$ cat config.mk
export PLATFORM = sky130hd
export DESIGN_NAME = fsm_serial_tx_flat
export DESIGN_NICKNAME = d
export VERILOG_FILES = /design/src/rtl/fsm_serial_pkg.sv /design/src/rtl/fsm_serial_tx_if.sv /design/src/rtl/fsm_serial_tx_baud_tick.sv /design/src/rtl/fsm_serial_tx.sv /design/src/flat_wrapper.sv
export SDC_FILE = /design/constraint.sdc
export NUM_CORES = 1
export LEC_CHECK = 0
export BUFFER_PORTS_ARGS = -buffer_cell sky130_fd_sc_hd__buf_2
export CAP_MARGIN = 40
export CORE_MARGIN = 3
export CORE_UTILIZATION = 35
export CTS_CLUSTER_DIAMETER = 200
export DETAILED_ROUTE_END_ITERATION = 10
export GPL_TIMING_DRIVEN = 0
export SLEW_MARGIN = 20
export SYNTH_ARGS = -nofsm -noshare
export SYNTH_HDL_FRONTEND = slang
export SYNTH_HIERARCHICAL = 1
export SYNTH_SLANG_ARGS = --single-unit
export TNS_END_PERCENT = 5
$ cat constraint.sdc
create_clock -name clk -period 4.35 [get_ports clk]
set_input_delay 0.87 -clock clk [delete_from_list [all_inputs] [get_ports clk]]
set_output_delay 0.87 -clock clk [all_outputs]
set_load 0.01 [all_outputs]
$ cat src/rtl/fsm_serial_pkg.sv
// Shared types and constants for the serial transmitter slice.
// Latency: none (declarations only).
// Backpressure: not applicable.
//
// Contents: tx_state_t frame-sequencer states, parity mode codes,
// DATA_BITS, and a parity helper shared by RTL and anything that needs
// to predict the parity bit.
package fsm_serial_pkg;

  typedef enum logic [2:0] {
    IDLE  = 3'd0,
    START = 3'd1,
    DATA  = 3'd2,
    PAR   = 3'd3,
    STOP  = 3'd4
  } tx_state_t;

  localparam int PAR_NONE  = 0;
  localparam int PAR_EVEN  = 1;
  localparam int PAR_ODD   = 2;

  localparam int DATA_BITS = 8;

  // Even mode: XOR of the data bits. Odd mode: its inverse.
  // The result is meaningless for PAR_NONE and is never transmitted then.
  function automatic logic parity_bit(input logic [DATA_BITS-1:0] d,
                                      input int                   mode);
    logic x;
    x = ^d;
    return (mode == PAR_ODD) ? ~x : x;
  endfunction

endpackage

$ cat src/rtl/fsm_serial_tx_if.sv
// Byte-input handshake bundle for the serial transmitter.
// Latency: none (wires only).
// Backpressure: producer holds in_data/in_valid until in_ready is seen high.
//
// Signals:
//   in_data  - byte offered by the producer
//   in_valid - in_data is valid
//   in_ready - transmitter accepts the byte on this cycle's rising edge
// Modports: master = byte producer, slave = transmitter.
interface fsm_serial_tx_if;
  import fsm_serial_pkg::*;

  logic [DATA_BITS-1:0] in_data;
  logic                 in_valid;
  logic                 in_ready;

  modport master (
    output in_data,
    output in_valid,
    input  in_ready
  );

  modport slave (
    input  in_data,
    input  in_valid,
    output in_ready
  );

endinterface

$ cat src/rtl/fsm_serial_tx_baud_tick.sv
// Bit-period timer: one-cycle tick on the last clock of every bit period.
// Latency: tick is combinational from the count; first tick CLKS_PER_BIT-1 cycles after clear.
// Backpressure: none; counts only while enable is high, clear wins over enable.
//
// Ports:
//   clk, reset_n - clock, asynchronous active-low reset
//   clear        - restart the bit period at count 0 on the next edge
//   enable       - advance the count (transmitter is mid-frame)
//   tick         - high during the final cycle of a bit period
module serial_baud_tick #(
  parameter int CLKS_PER_BIT = 1
) (
  input  logic clk,
  input  logic reset_n,
  input  logic clear,
  input  logic enable,
  output logic tick
);

  localparam int CW = (CLKS_PER_BIT > 1) ? $clog2(CLKS_PER_BIT) : 1;
  localparam logic [CW-1:0] LAST = CW'(CLKS_PER_BIT - 1);

  if (CLKS_PER_BIT < 1) begin : g_bad_cpb
    $error("serial_baud_tick: CLKS_PER_BIT must be at least 1");
  end

  logic [CW-1:0] cnt;

  always_ff @(posedge clk or negedge reset_n) begin
    if (!reset_n) begin
      cnt <= '0;
    end else if (clear) begin
      cnt <= '0;
    end else if (enable) begin
      cnt <= (cnt == LAST) ? '0 : cnt + 1'b1;
    end
  end

  // With CLKS_PER_BIT=1 the count is pinned at 0 and every enabled cycle ticks.
  assign tick = enable && (cnt == LAST);

endmodule

$ cat src/rtl/fsm_serial_tx.sv
// Serial byte transmitter: start bit, 8 data bits LSB-first, optional parity, 1-2 stop bits.
// Latency: byte accepted in cycle N drives the start bit from cycle N+1 (dout is a flop).
// Backpressure: in_ready only in IDLE or the final stop cycle; in_valid ignored otherwise.
//
// Ports:
//   clk, reset_n - clock, asynchronous active-low reset (dout forced to 1)
//   in_if        - byte handshake (slave side: in_data, in_valid, in_ready)
//   dout         - registered serial line, idle high
//   busy         - frame in progress (any state but IDLE)
//   done         - one-cycle pulse in the last cycle of the last stop bit
module fsm_serial_tx
  import fsm_serial_pkg::*;
#(
  parameter int CLKS_PER_BIT = 1,
  parameter int PARITY       = PAR_NONE,
  parameter int STOP_BITS    = 1
) (
  input  logic            clk,
  input  logic            reset_n,
  fsm_serial_tx_if.slave  in_if,
  output logic            dout,
  output logic            busy,
  output logic            done
);

  localparam int BCW = $clog2(DATA_BITS);
  localparam logic [BCW-1:0] LAST_BIT  = BCW'(DATA_BITS - 1);
  localparam logic           LAST_STOP = 1'(STOP_BITS - 1);

  if (PARITY != PAR_NONE && PARITY != PAR_EVEN && PARITY != PAR_ODD) begin : g_bad_par
    $error("fsm_serial_tx: PARITY must be 0, 1 or 2");
  end
  if (STOP_BITS != 1 && STOP_BITS != 2) begin : g_bad_stop
    $error("fsm_serial_tx: STOP_BITS must be 1 or 2");
  end

  tx_state_t            state, state_nxt;
  logic [DATA_BITS-1:0] shreg, shreg_nxt;
  logic [BCW-1:0]       bit_cnt, bit_cnt_nxt;
  logic                 stop_cnt, stop_cnt_nxt;
  logic                 par_bit, par_nxt;
  logic                 dout_nxt;

  logic                 tick;
  logic                 ready;
  logic                 last_stop;
  logic                 accept;

  serial_baud_tick #(
    .CLKS_PER_BIT (CLKS_PER_BIT)
  ) u_baud (
    .clk     (clk),
    .reset_n (reset_n),
    .clear   (accept),
    .enable  (state != IDLE),
    .tick    (tick)
  );

  assign in_if.in_ready = ready;
  assign accept         = in_if.in_valid && ready;

  // State register. dout is registered from the next-state decode so the
  // line changes on the same edge the FSM enters the matching state.
  always_ff @(posedge clk or negedge reset_n) begin
    if (!reset_n) begin
      state    <= IDLE;
      shreg    <= '0;
      bit_cnt  <= '0;
      stop_cnt <= 1'b0;
      par_bit  <= 1'b0;
      dout     <= 1'b1;
    end else begin
      state    <= state_nxt;
      shreg    <= shreg_nxt;
      bit_cnt  <= bit_cnt_nxt;
      stop_cnt <= stop_cnt_nxt;
      par_bit  <= par_nxt;
      dout     <= dout_nxt;
    end
  end

  // Next-state logic. An accept can only happen in IDLE or the last stop
  // cycle, and in both cases it starts a fresh frame, so it is handled
  // ahead of the per-state transitions.
  always_comb begin
    state_nxt    = state;
    shreg_nxt    = shreg;
    bit_cnt_nxt  = bit_cnt;
    stop_cnt_nxt = stop_cnt;
    par_nxt      = par_bit;

    if (accept) begin
      state_nxt    = START;
      shreg_nxt    = in_if.in_data;
      bit_cnt_nxt  = '0;
      stop_cnt_nxt = 1'b0;
      par_nxt      = parity_bit(in_if.in_data, PARITY);
    end else if (tick) begin
      case (state)
        START: state_nxt = DATA;
        DATA: begin
          if (bit_cnt == LAST_BIT) begin
            state_nxt = (PARITY != PAR_NONE) ? PAR : STOP;
          end else begin
            bit_cnt_nxt = bit_cnt + 1'b1;
            shreg_nxt   = shreg >> 1;
          end
        end
        PAR:  state_nxt = STOP;
        STOP: begin
          if (stop_cnt == LAST_STOP) begin
            state_nxt = IDLE;
          end else begin
            stop_cnt_nxt = stop_cnt + 1'b1;
          end
        end
        default: state_nxt = IDLE;
      endcase
    end

    // Line value for the state being entered. In DATA the current bit is
    // always the shift register LSB, already shifted on a bit advance.
    case (state_nxt)
      START:   dout_nxt = 1'b0;
      DATA:    dout_nxt = shreg_nxt[0];
      PAR:     dout_nxt = par_nxt;
      default: dout_nxt = 1'b1;
    endcase
  end

  // Outputs. Opening in_ready during the final stop cycle lets the next
  // start bit follow the stop bit with no idle gap.
  always_comb begin
    last_stop = (state == STOP) && tick && (stop_cnt == LAST_STOP);
    busy      = (state != IDLE);
    done      = last_stop;
    ready     = (state == IDLE) || last_stop;
  end

endmodule

$ cat src/flat_wrapper.sv
// flat-port wrapper written by rule: the top's interface ports become plain ports
module fsm_serial_tx_flat import fsm_serial_pkg::*;
#(
  parameter int CLKS_PER_BIT = 1,
  parameter int PARITY       = PAR_NONE,
  parameter int STOP_BITS    = 1
)
  (clk, reset_n, dout, busy, done, in_if_in_data, in_if_in_valid, in_if_in_ready);
  fsm_serial_tx_if in_if_i ();
  input  logic clk;
  input  logic reset_n;
  output logic dout;
  output logic busy;
  output logic done;
  input wire logic [$bits(in_if_i.in_data)-1:0] in_if_in_data;
  input wire logic [$bits(in_if_i.in_valid)-1:0] in_if_in_valid;
  output wire logic [$bits(in_if_i.in_ready)-1:0] in_if_in_ready;
  assign in_if_i.in_data = in_if_in_data;
  assign in_if_i.in_valid = in_if_in_valid;
  assign in_if_in_ready = in_if_i.in_ready;
  fsm_serial_tx #(.CLKS_PER_BIT(CLKS_PER_BIT), .PARITY(PARITY), .STOP_BITS(STOP_BITS)) u_core (.clk(clk), .reset_n(reset_n), .in_if(in_if_i), .dout(dout), .busy(busy), .done(done));
endmodule
### Word-level counts from Yosys, hierarchy flattened

Index checks and enable logic that the tools add are counted.

* add/sub/neg operators: 3
* eq/ne operators: 9
* multiplexer cells: 22
* bitwise operators: 2
* reduce and logical (&&, ||, !) cells: 14

Operators by type and width (number)
* $mux W8: 4
* $mux W3: 8
* $eq A3 B2 Y1 const B: 4
* $pmux W3 S4: 1
* $mux W1: 8
* $reduce_bool A2 Y1: 4
* $reduce_xor A8 Y1: 1
* $eq A3 B1 Y1 const B: 2
* $eq A3 B3 Y1 const B: 2
* $logic_and A1 B1 Y1: 4
* $add A3 B1 Y3 const B: 1
* $logic_not A3 Y1: 1
* $pmux W1 S3: 1
* $reduce_and A3 Y1: 1
* $reduce_bool A3 Y1: 1
* $add A1 B1 Y1 const B: 2
* $ne A2 B1 Y1 const B: 1
* $not A1 Y1: 2
* $reduce_and A2 Y1: 1
* $logic_or A1 B1 Y1: 1

* register bits: 18
* input bits: 11
* logic and storage cells: 58

### Longest topological paths before layout

Gate-level depths: netlist (run 1).

* depth in word-level cells: 9
* depth in mapped cells: 9

### By module

The synthesis (run 1) kept the hierarchy.

Modules (own cells, without submodules)
* fsm_serial_tx: times used 1, cells each 82, area each 875.8 um2, seq. area each 401.6 um2
* serial_baud_tick: times used 1, cells each 1, area each 7.5 um2, seq. area each 0.0 um2

### Least setup slack after synthesis (run 1)

Ideal clock, no wire load.

* kind: register -> output
* from: register u_core.state[0]
* to: output port in_if_in_ready
* arrival time: 1.439 ns
* slack: 2.041 ns
* stages on the path, launching flop included: 6
* path buffers: 2
* cells stage by stage: dfrtp_1 > buf_2 > or3_1 > buf_4 > nand2b_1 > and2_1

* word-level cells in the longest chain between the ends: 5
* elaborated cells on any way between the ends: 7

RTL lines
* start: declaration: line fsm_serial_tx.sv:37 `tx_state_t state, state_nxt;`
* start signal: assignment: line fsm_serial_tx.sv:73 `state <= state_nxt;`
* $reduce_bool A3 Y1
* named net busy: line flat_wrapper.sv:13 `output logic busy;`
* $logic_and A1 B1 Y1: line fsm_serial_tx_baud_tick.sv:40 `assign tick = enable && (cnt == LAST);`
* named net u_core.tick: line fsm_serial_tx.sv:44 `logic tick;`
* $logic_and A1 B1 Y1 (2 in series): line fsm_serial_tx.sv:134 `last_stop = (state == STOP) && tick && (stop_cnt == LAST_STOP);`
* $logic_or A1 B1 Y1: line fsm_serial_tx.sv:137 `ready = (state == IDLE) || last_stop;`
* end: declaration: line flat_wrapper.sv:17 `output wire logic [$bits(in_if_i.in_ready)-1:0] in_if_in_ready;`

The timed path passes the listed nets, and every way through them passes these cells.

### Worst setup path in the final report (run 1)

* from: register u_core.state[0]
* to: output port in_if_in_ready

* word-level cells in the longest chain between the ends: 5
* elaborated cells on any way between the ends: 7

RTL lines
* $reduce_bool A3 Y1: line fsm_serial_tx.sv:55 `.enable (state != IDLE),`
* $logic_and A1 B1 Y1: line fsm_serial_tx_baud_tick.sv:40
* named net u_core.tick: line fsm_serial_tx.sv:44
* $logic_and A1 B1 Y1 (2 in series): line fsm_serial_tx.sv:134
* $logic_or A1 B1 Y1: line fsm_serial_tx.sv:137

The timed path passes the listed nets, and every way through them passes these cells.

==> results of run 1 <==
cell families (layout without fill, tap and decap cells):
logic type,Yosys count,count (layout)
fa+ha+maj,2,2
simple gates,28,28
buf+inv,5,23
compound gates,15,15
xor+xnor,8,8
flops,16,16
mux,9,9
synth_stat cells, drive strengths merged, types with 2 or more instances:
master | n | area share (%)
nand2 | 8 | 3.4
o21ai | 9 | 5.1
nand3b | 2 | 2.1
buf | 4 | 4.0
nor3 | 4 | 3.5
mux2i | 9 | 10
nand3 | 2 | 1.7
ha | 2 | 2.8
nor2 | 6 | 2.5
dfrtp | 15 | 42
xnor2 | 8 | 7.9
power groups by stage:
stage               Clock, mW  Combinational [mW]  Sequential [mW]
finish                 0.0979               0.372            0.263
global route            0.110               0.419            0.274
CTS                     0.103               0.376            0.262
detailed placement          0               0.376            0.266
global placement            0               0.366            0.264
floorplan                   0               0.298            0.256
registers in the layout, indices dropped and copies added (netlist names):
name            count
u_core/state        3
u_core/par_bit      1
u_core/shreg        8
u_core/bit_cnt      3
u_core/dout         1
path summary, 6_finish.rpt:
check                           startpoint               to  depth (start not counted)
max                        u_core/state[0]   in_if_in_ready                          6
min                                reset_n  u_core/state[1]                          1
max reg2reg                u_core/state[0]      u_core/dout                          8
min reg2reg                u_core/shreg[7]  u_core/shreg[7]                          1
max in group asynchronous          reset_n      u_core/dout                          1
min in group clk           u_core/shreg[7]  u_core/shreg[7]                          1
stage by stage:
step / instances / setup WS, ns / hold slack, ns / utilization, % / area [sq um]
after CTS: 129 / 1.59 / 0.476 / 44.6 / 1020
final: 129 / 1.60 / 0.472 / 44.6 / 1020
after floorplan: 83 / 2.04 / 0.451 / - / 883
after detailed placement: 125 / 1.93 / 0.496 / 43.0 / 988
after global routing: 129 / 1.48 / 0.482 / 44.6 / 1020
after global placement: 125 / 1.95 / 0.484 / 43.0 / 988
layout make-up:
class	count	area (sq um)
Sequential cell	16	402
Clock buffer	4	36.3
Tap cell	28	35.0
Fill cell	222	1270
Buffer	4	35.0
Timing Repair Buffer	14	70.1
Inverter	1	6.26
Multi-Input combinational cell	62	440
routing by layer:
layer	share of wire [%]	vias up	GRT usage [%]
met5	0	-	0
met1	50	297	15.9
met4	0.80	0	3.05
li1	-	328	-
met3	5.7	2	4.87
met2	43	14	16.9
==> flow_summary.toml, run 1 <==
[power_and_ir_drop]
clockPowerShare_pct = 13.3
power.internal_uw = 449
pwr-share-comb_pct = 50.8
p_per_area_mw_per_mm2 = 715
p_leak_nw = 0.467
switching_share_pct = 38.7
seqPwrFrac_pct = 35.9
power_switching_uw = 284
peakVddDrop_v = 0.000318
total_power_uw = 733

[placement]
hpwl_um = 1200
place_congestion = 0.754
port_buffers = 14

[yosys]
synth-seq-cells = 16
synth_xor_area_share_pct = 7.93
synth-simple-area-share_pct = 17.8
avgSynthCellArea_sq_um = 10.6
async_reset_ff_share_pct = 100
ys.flop_type = "dfrtp_1"
synth_area_sq_um = 883
synth_compound_gate_area_share_pct = 11.0
yosysSeqAreaShare_pct = 45.5
synth_top_family_by_area = "simple AND/OR/NAND/NOR gates"
synthMuxAreaShare_pct = 10.2
synth_nets = 96
synth_cell_types = 31
synth-adder-area-share_pct = 2.83
syn_inst = 83
synth_edf_count = 0
synth_warnings = 6

[global_routing]
globalRouteTotalUtil_pct = 11.6
overflow = 0
grt_pass1_wl_um = 2840
antenna_found_initial = 0
grt_pass1_vias = 582
grt_max_degree = 17

[critical_path]
cp-end-kind = "output pin"
cpMostUsedCell = "buf_2"
rrSetupSlack_ns = 2.36
critPathBufInv = 3
crit_path_max_fanout = 9
cp_top_family = "simple AND/OR/NAND/NOR gates"
path_cells = "buf_2 -> or3_1 -> buf_4 -> nand2b_1 -> and2_1 -> buf_2"
worst_path_max_delay_cell = "dfrtp_1"
cpPeakStageDelay_ns = 0.37
crit_arrival_ns = 1.88
worstSetupStartpointType = "flop"
criticalPathCategory = "flop to output pin"
required_ns = 3.48

[clock_network]
clk_latency_ns = 0.29
clk_pin_slew_ns = 0.10
root_buffer = "clkbuf_4"
htreeDepth = 1
clock-sinks = 16
cts_buffers = 3
cts_hold_buf = 0
clk_path_buf_depth = 2
post_cts_buffers = 0
cts_tree = "done"
cts-resized-gates = 0

[timing]
slew_viol_final = 0
fmax_ghz = 0.364
period_share_pct = 63.2
fin_crit_ns = 2.75
tightest_slew_ns = 0.360
finClkSkew_ns = 0.0101
slew_headroom_pct = 76.0
fin_setup_tns_ns = 0
rsz0062_at_grt = "false"
finalSetupViolCount = 0
hold_viol = 0

[routing]
dr.pass1.iters = 2
drcViolationCount = 0
vias = 641
routed_wirelength_um = 1620
avgViaCountPerCell = 4.97
drtAntennaViolNets = 0
routedWlPerCell_um = 12.5
drtIter0Drc = 15

[run_status]
status = "completed"

[flow_run]
drv_cap = 0

[die]
die_width_um = 56.2
start_util_pct = 38.5
die_area_sq_mm = 0.00316
die_y_um = 56.2
rows = 17
io_pins = 15
core_area_sq_mm = 0.00230

[final_layout]
final_nets = 115
layout_common_cells = "buf_2, dfrtp_1, mux2i_1, nand2_1, xnor2_1"
drive_above_1_share_pct = 29.7
antenna-diode-count = 0
syn_to_final_growth_pct = 16.0

[min_path]
hold_class = "input pin to asynchronous set/reset pin"
Power figures use the tool's default switching activity.
==> run 2, diff against run 1 <==
--- a/config.mk
+++ b/config.mk
@@ -5,6 +5,7 @@
 export SDC_FILE = /design/constraint.sdc
 export NUM_CORES = 1
 export LEC_CHECK = 0
+export ABC_AREA = 1
 export BUFFER_PORTS_ARGS = -buffer_cell sky130_fd_sc_hd__buf_2
 export CAP_MARGIN = 40
 export CORE_MARGIN = 3
==> constraint.sdc (replaced) <==
create_clock -name clk -period 2.25 [get_ports clk]
set_input_delay 0.45 -clock clk [delete_from_list [all_inputs] [get_ports clk]]
set_output_delay 0.45 -clock clk [all_outputs]
set_load 0.01 [all_outputs]
==> run 2 against run 1 <==
Against the previous run: first-iteration DRC count fell by 13%; worst setup slack got worse by 1.3 ns; area after synthesis rose by 1.6%; critical path type unchanged; largest power group unchanged; wire length rose by 3.2%.
==> flow_summary.toml, run 2 <==
[critical_path]
crit_path_max_fanout = 7
cp-end-kind = "output pin"
worst_path_max_delay_cell = "dfrtp_1"
cp_top_family = "buffers and inverters"
required_ns = 1.80
worstSetupStartpointType = "flop"
crit_arrival_ns = 1.48
path_cells = "nor2_4 -> nand2_1 -> buf_4 -> inv_2 -> nand2_2 -> inv_1 -> nor2_1 -> buf_2"
cpPeakStageDelay_ns = 0.43
criticalPathCategory = "flop to output pin"
critPathBufInv = 4

[clock_network]
htreeDepth = 1
clk_pin_slew_ns = 0.09
cts_buffers = 3
root_buffer = "clkbuf_4"
cts_hold_buf = 0
post_cts_buffers = 0
clk_latency_ns = 0.28
clk_path_buf_depth = 2
cts-resized-gates = 0
clock-sinks = 16
cts_tree = "done"

[global_routing]
antenna_found_initial = 0
grt_max_degree = 17
overflow = 0
grt_pass1_vias = 695
grt_pass1_wl_um = 3060
globalRouteTotalUtil_pct = 12.0

[flow_run]
drv_cap = 0

[yosys]
yosysMostFrequentCell = "nand2_1"
avgSynthCellArea_sq_um = 8.16
synth-seq-cells = 16
synthTopCellsByArea = "dfrtp_1, nand2_1, inv_1, o221ai_1, nand3_1"
ys.flop_type = "dfrtp_1"
synth_top_area_share_pct = 41.8
async_reset_ff_share_pct = 100
synth_nets = 123
synth_common_cells = "nand2_1, inv_1, dfrtp_1, nand3_1, nor2_1"
syn_inst = 110
synth.largest_area_cell = "dfrtp_1"
synth_area_sq_um = 897
synth_cell_types = 25
yosysSeqAreaShare_pct = 44.8
synth_edf_count = 0
synth_warnings = 6

[timing]
fin_ws_ns = 0.316
fin_setup_tns_ns = 0
fmax_ghz = 0.517
fin_crit_ns = 1.93
period_share_pct = 85.9
tightest_slew_ns = 0.360
slew_viol_final = 0
finClkSkew_ns = 0.00652
hold_viol = 0
slew_headroom_pct = 76.0
rsz0062_at_grt = "false"
finalSetupViolCount = 0

[power_and_ir_drop]
p_per_area_mw_per_mm2 = 1360
peakVddDrop_v = 0.000753
p_leak_nw = 0.559

[final_layout]
stdcell_area_sq_mm = 0.00103
drive_above_1_share_pct = 21.1
largest_registers = "u_core/shreg: 8 flops, u_core/bit_cnt: 3 flops, u_core/state: 3 flops"
final_nets = 142
layout_common_cells = "nand2_1, inv_1, buf_2, dfrtp_1"
layout_commonest_cell = "nand2_1"
antenna-diode-count = 0
syn_to_final_growth_pct = 14.6
top_register = "u_core/shreg"
largest_reg_flops = 8
fin_util_pct = 44.4

[placement]
hpwl_um = 1330
post-place-ws_ns = 0.536
place_congestion = 0.743
port_buffers = 14
placed_area_sq_mm = 0.00100

[routing]
vias = 748
routed_wirelength_um = 1670
drtIter0Drc = 13
drtAntennaViolNets = 0
routedWlPerCell_um = 10.7
dr.pass1.iters = 4
avgViaCountPerCell = 4.79
drcViolationCount = 0

[die]
start_util_pct = 38.7
io_pins = 15
die_y_um = 56.6
core_area_sq_mm = 0.00232
die_width_um = 56.6
rows = 17
die_area_sq_mm = 0.00321

[run_status]
status = "completed"

[min_path]
hold_class = "input pin to asynchronous set/reset pin"
-- run 2: layer usage --
metal / GRT usage, % / up-vias / part of all wire (%) / wire length (um)
met5: 0 / - / 0 / 0
met4: 5.08 / 0 / 0 / 0
met3: 1.84 / 0 / 4.7 / 78
met2: 19.8 / 19 / 48 / 805
met1: 15.5 / 344 / 47 / 783
li1: - / 385 / - / -
-- run 2: report_power, final --
group,internal [mW],total (mW),switching [mW]
registers,0.433,0.506,0.0736
logic,0.275,0.737,0.463
clock network,0.0686,0.151,0.0822
total,0.776,1.39,0.618
-- run 2: logic make-up (layout without fill, tap and decap cells) --
logic type / count (synthesis) / count (layout) / synth area share (%)
AO/OA/AOI/OAI: 11 / 11 / 8.65
flip-flops: 16 / 16 / 44.8
adder cells (fa/ha/maj): 2 / 2 / 2.79
XOR/XNOR: 7 / 7 / 6.83
AND/OR/NAND/NOR: 51 / 51 / 26.8
buffers and inverters: 23 / 41 / 10.2
-- run 2: worst reg2reg max path, delay by kind of cell (launching register included) --
family	cells	cell delay [ns]
and+or+nand+nor	2	0.44
DFF	1	0.41
adders and majority gates	2	0.38
buffers and inverters	1	0.21
AOI/OAI and AO/OA	1	0.19
-- run 2: layout make-up --
type	instances	area (sq um)
Buffer	2	12.5
Clock buffer	4	26.3
Fill cell	240	1290
Inverter	21	78.8
Multi-Input combinational cell	71	404
Sequential cell	16	402
Tap cell	28	35.0
Timing Repair Buffer	14	70.1
-- run 2: path summary, 6_finish.rpt --
| check | start | end | slack, ns | cells past startpoint |
|---|---|---|---|---|
| hold / removal | reset_n | u_core/bit_cnt[2] | 0.07 | 1 |
| max in group asynchronous | reset_n | u_core/dout | 1.87 | 1 |
| hold reg to reg | u_core/par_bit | u_core/par_bit | 0.52 | 2 |
| setup / recovery | u_core/state[1] | in_if_in_ready | 0.32 | 8 |
| setup reg to reg | u_core/bit_cnt[0] | u_core/shreg[2] | 0.54 | 6 |
| min in group clk | in_if_in_data[6] | u_core/shreg[6] | 0.42 | 3 |
-- run 2: through the flow --
stage	cells	total power [mW]	hold WS, ns
6_report	156	1.39	0.0716
5_1_grt	156	1.56	0.0829
3_5_place_dp	152	1.25	0.382
3_3_place_gp	152	1.23	0.377
4_1_cts	156	1.41	0.0719
2_1_floorplan	110	1.07	0.154
==> run 3, diff against run 2 <==
--- a/config.mk
+++ b/config.mk
@@ -7,12 +7,13 @@
 export LEC_CHECK = 0
 export ABC_AREA = 1
 export BUFFER_PORTS_ARGS = -buffer_cell sky130_fd_sc_hd__buf_2
-export CAP_MARGIN = 40
+export CAP_MARGIN = 20
 export CORE_MARGIN = 3
 export CORE_UTILIZATION = 35
 export CTS_CLUSTER_DIAMETER = 200
 export DETAILED_ROUTE_END_ITERATION = 10
 export GPL_TIMING_DRIVEN = 0
+export MAX_ROUTING_LAYER = met4
 export SLEW_MARGIN = 20
 export SYNTH_ARGS = -nofsm -noshare
 export SYNTH_HDL_FRONTEND = slang
==> run 3 against run 2 <==
Against the previous run: power is essentially flat; clock power barely moved; register-to-register slack barely moved; cell area unchanged; worst setup slack got worse by 0.0029 ns; wire length increased by 0.48%; largest power group unchanged; hold slack improved by 0.00070 ns; maximum frequency decreased by 0.15%; highest routed layer unchanged; via count shrank 0.40%; sequential power is essentially flat; critical path depth unchanged; count of clock-buffer cells in the layout unchanged.
==> flow_summary.toml, run 3 (synthesized netlist as in run 2, its figures left out) <==
[routing]
routed_wirelength_um = 1680
avgViaCountPerCell = 4.78
drtAntennaViolNets = 0
dr.pass1.iters = 4
drcViolationCount = 0
drtIter0Drc = 11
routedWlPerCell_um = 10.7
vias = 745

[power_and_ir_drop]
p_per_area_mw_per_mm2 = 1360
pwr-share-comb_pct = 52.9
clockPowerShare_pct = 10.8
seqPwrFrac_pct = 36.3
switching_share_pct = 44.4
p_leak_nw = 0.559
power.internal_uw = 776
power_switching_uw = 619
total_power_mw = 1.40
peakVddDrop_v = 0.000751

[final_layout]
syn_to_final_growth_pct = 14.6
largest_registers = "u_core/shreg: 8 flops, u_core/bit_cnt: 3 flops, u_core/state: 3 flops"
largest_reg_flops = 8
final_nets = 142
layout_common_cells = "nand2_1, inv_1, buf_2, dfrtp_1"
layout_commonest_cell = "nand2_1"
fin_cells = 156
fin_util_pct = 44.4
stdcell_area_sq_mm = 0.00103
top_register = "u_core/shreg"
antenna-diode-count = 0
drive_above_1_share_pct = 21.1

[timing]
slew_viol_final = 0
finClkSkew_ns = 0.00562
fmax_ghz = 0.516
fin_crit_ns = 1.94
fin_setup_tns_ns = 0
period_share_pct = 86.1
tightest_slew_ns = 0.361
rsz0062_at_grt = "false"
hold_viol = 0
finalSetupViolCount = 0
slew_headroom_pct = 75.9

[placement]
place_congestion = 0.752
placed_area_sq_mm = 0.00100
dp_cells = 152
port_buffers = 14
hpwl_um = 1330

[clock_network]
cts-resized-gates = 0
htreeDepth = 1
clk_path_buf_depth = 2
cts_hold_buf = 0
clk_latency_ns = 0.28
cts_buffers = 3
root_buffer = "clkbuf_4"
cts_tree = "done"
clock-sinks = 16
post_cts_buffers = 0
clk_pin_slew_ns = 0.09

[critical_path]
required_ns = 1.80
criticalPathCategory = "flop to output pin"
crit_arrival_ns = 1.49
worstSetupStartpointType = "flop"
crit_start = "u_core/state[1]"
r2r-start = "u_core/bit_cnt[0]"
cp-end-kind = "output pin"
crit_path_max_fanout = 7

[global_routing]
overflow = 0
grt_max_degree = 17
antenna_found_initial = 0
globalRouteTotalUtil_pct = 12.3
grt_pass1_vias = 692
grt_pass1_wl_um = 3060

[die]
die_width_um = 56.6
die_y_um = 56.6
io_pins = 15
start_util_pct = 38.7
core_area_sq_mm = 0.00232
rows = 17
die_area_sq_mm = 0.00321

[min_path]
hold_class = "input pin to asynchronous set/reset pin"

[flow_run]
drv_cap = 0

[run_status]
status = "completed"
-- run 3: cell counts in the layout (fill, tap and decap cells not counted) --
No cell type changed its count.
-- run 3: critical path, cell delays in order, from the launching register on --
cell,delay [ns]
dfrtp_1,0.43
nor2_4,0.16
nand2_1,0.08
buf_4,0.16
inv_2,0.06
nand2_2,0.07
inv_1,0.09
nor2_1,0.04
buf_2,0.13
-- run 3: power by group through the flow --
| stage | registers (mW) | logic [mW] | clock network (mW) |
|---|---|---|---|
| floorplan | 0.501 | 0.569 | 0 |
| global placement | 0.509 | 0.718 | 0 |
| detailed placement | 0.513 | 0.736 | 0 |
| CTS | 0.509 | 0.742 | 0.158 |
| global route | 0.524 | 0.863 | 0.172 |
| finish | 0.506 | 0.738 | 0.151 |
-- run 3: final cells by class --
type	count	area, sq um
Multi-Input combinational cell	71	404
Timing Repair Buffer	14	70.1
Sequential cell	16	402
Tap cell	28	35.0
Fill cell	240	1290
Inverter	21	78.8
Buffer	2	12.5
Clock buffer	4	26.3
-- run 3: final timing paths --
kind	to	slack [ns]	cells past startpoint
min in group clk	u_core/shreg[6]	0.42	3
worst max-delay path	in_if_in_ready	0.31	8
max in group asynchronous	u_core/dout	1.87	1
worst min register to register	u_core/par_bit	0.52	2
worst max register to register	u_core/shreg[2]	0.53	6
worst min-delay path	u_core/bit_cnt[2]	0.07	1
-- run 3: routing by layer --
layer	GRT usage (%)	vias up	routed length [um]
met1	15.6	338	769
met2	19.6	23	813
li1	-	384	-
met5	-	-	0
met3	1.84	0	92
met4	5.08	0	0
-- run 3: stage by stage --
stage / hold slack (ns) / setup WS (ns)
floorplan: 0.154 / 0.713
global placement: 0.377 / 0.576
detailed placement: 0.382 / 0.536
CTS: 0.0719 / 0.296
global route: 0.0829 / 0.197
finish: 0.0723 / 0.313
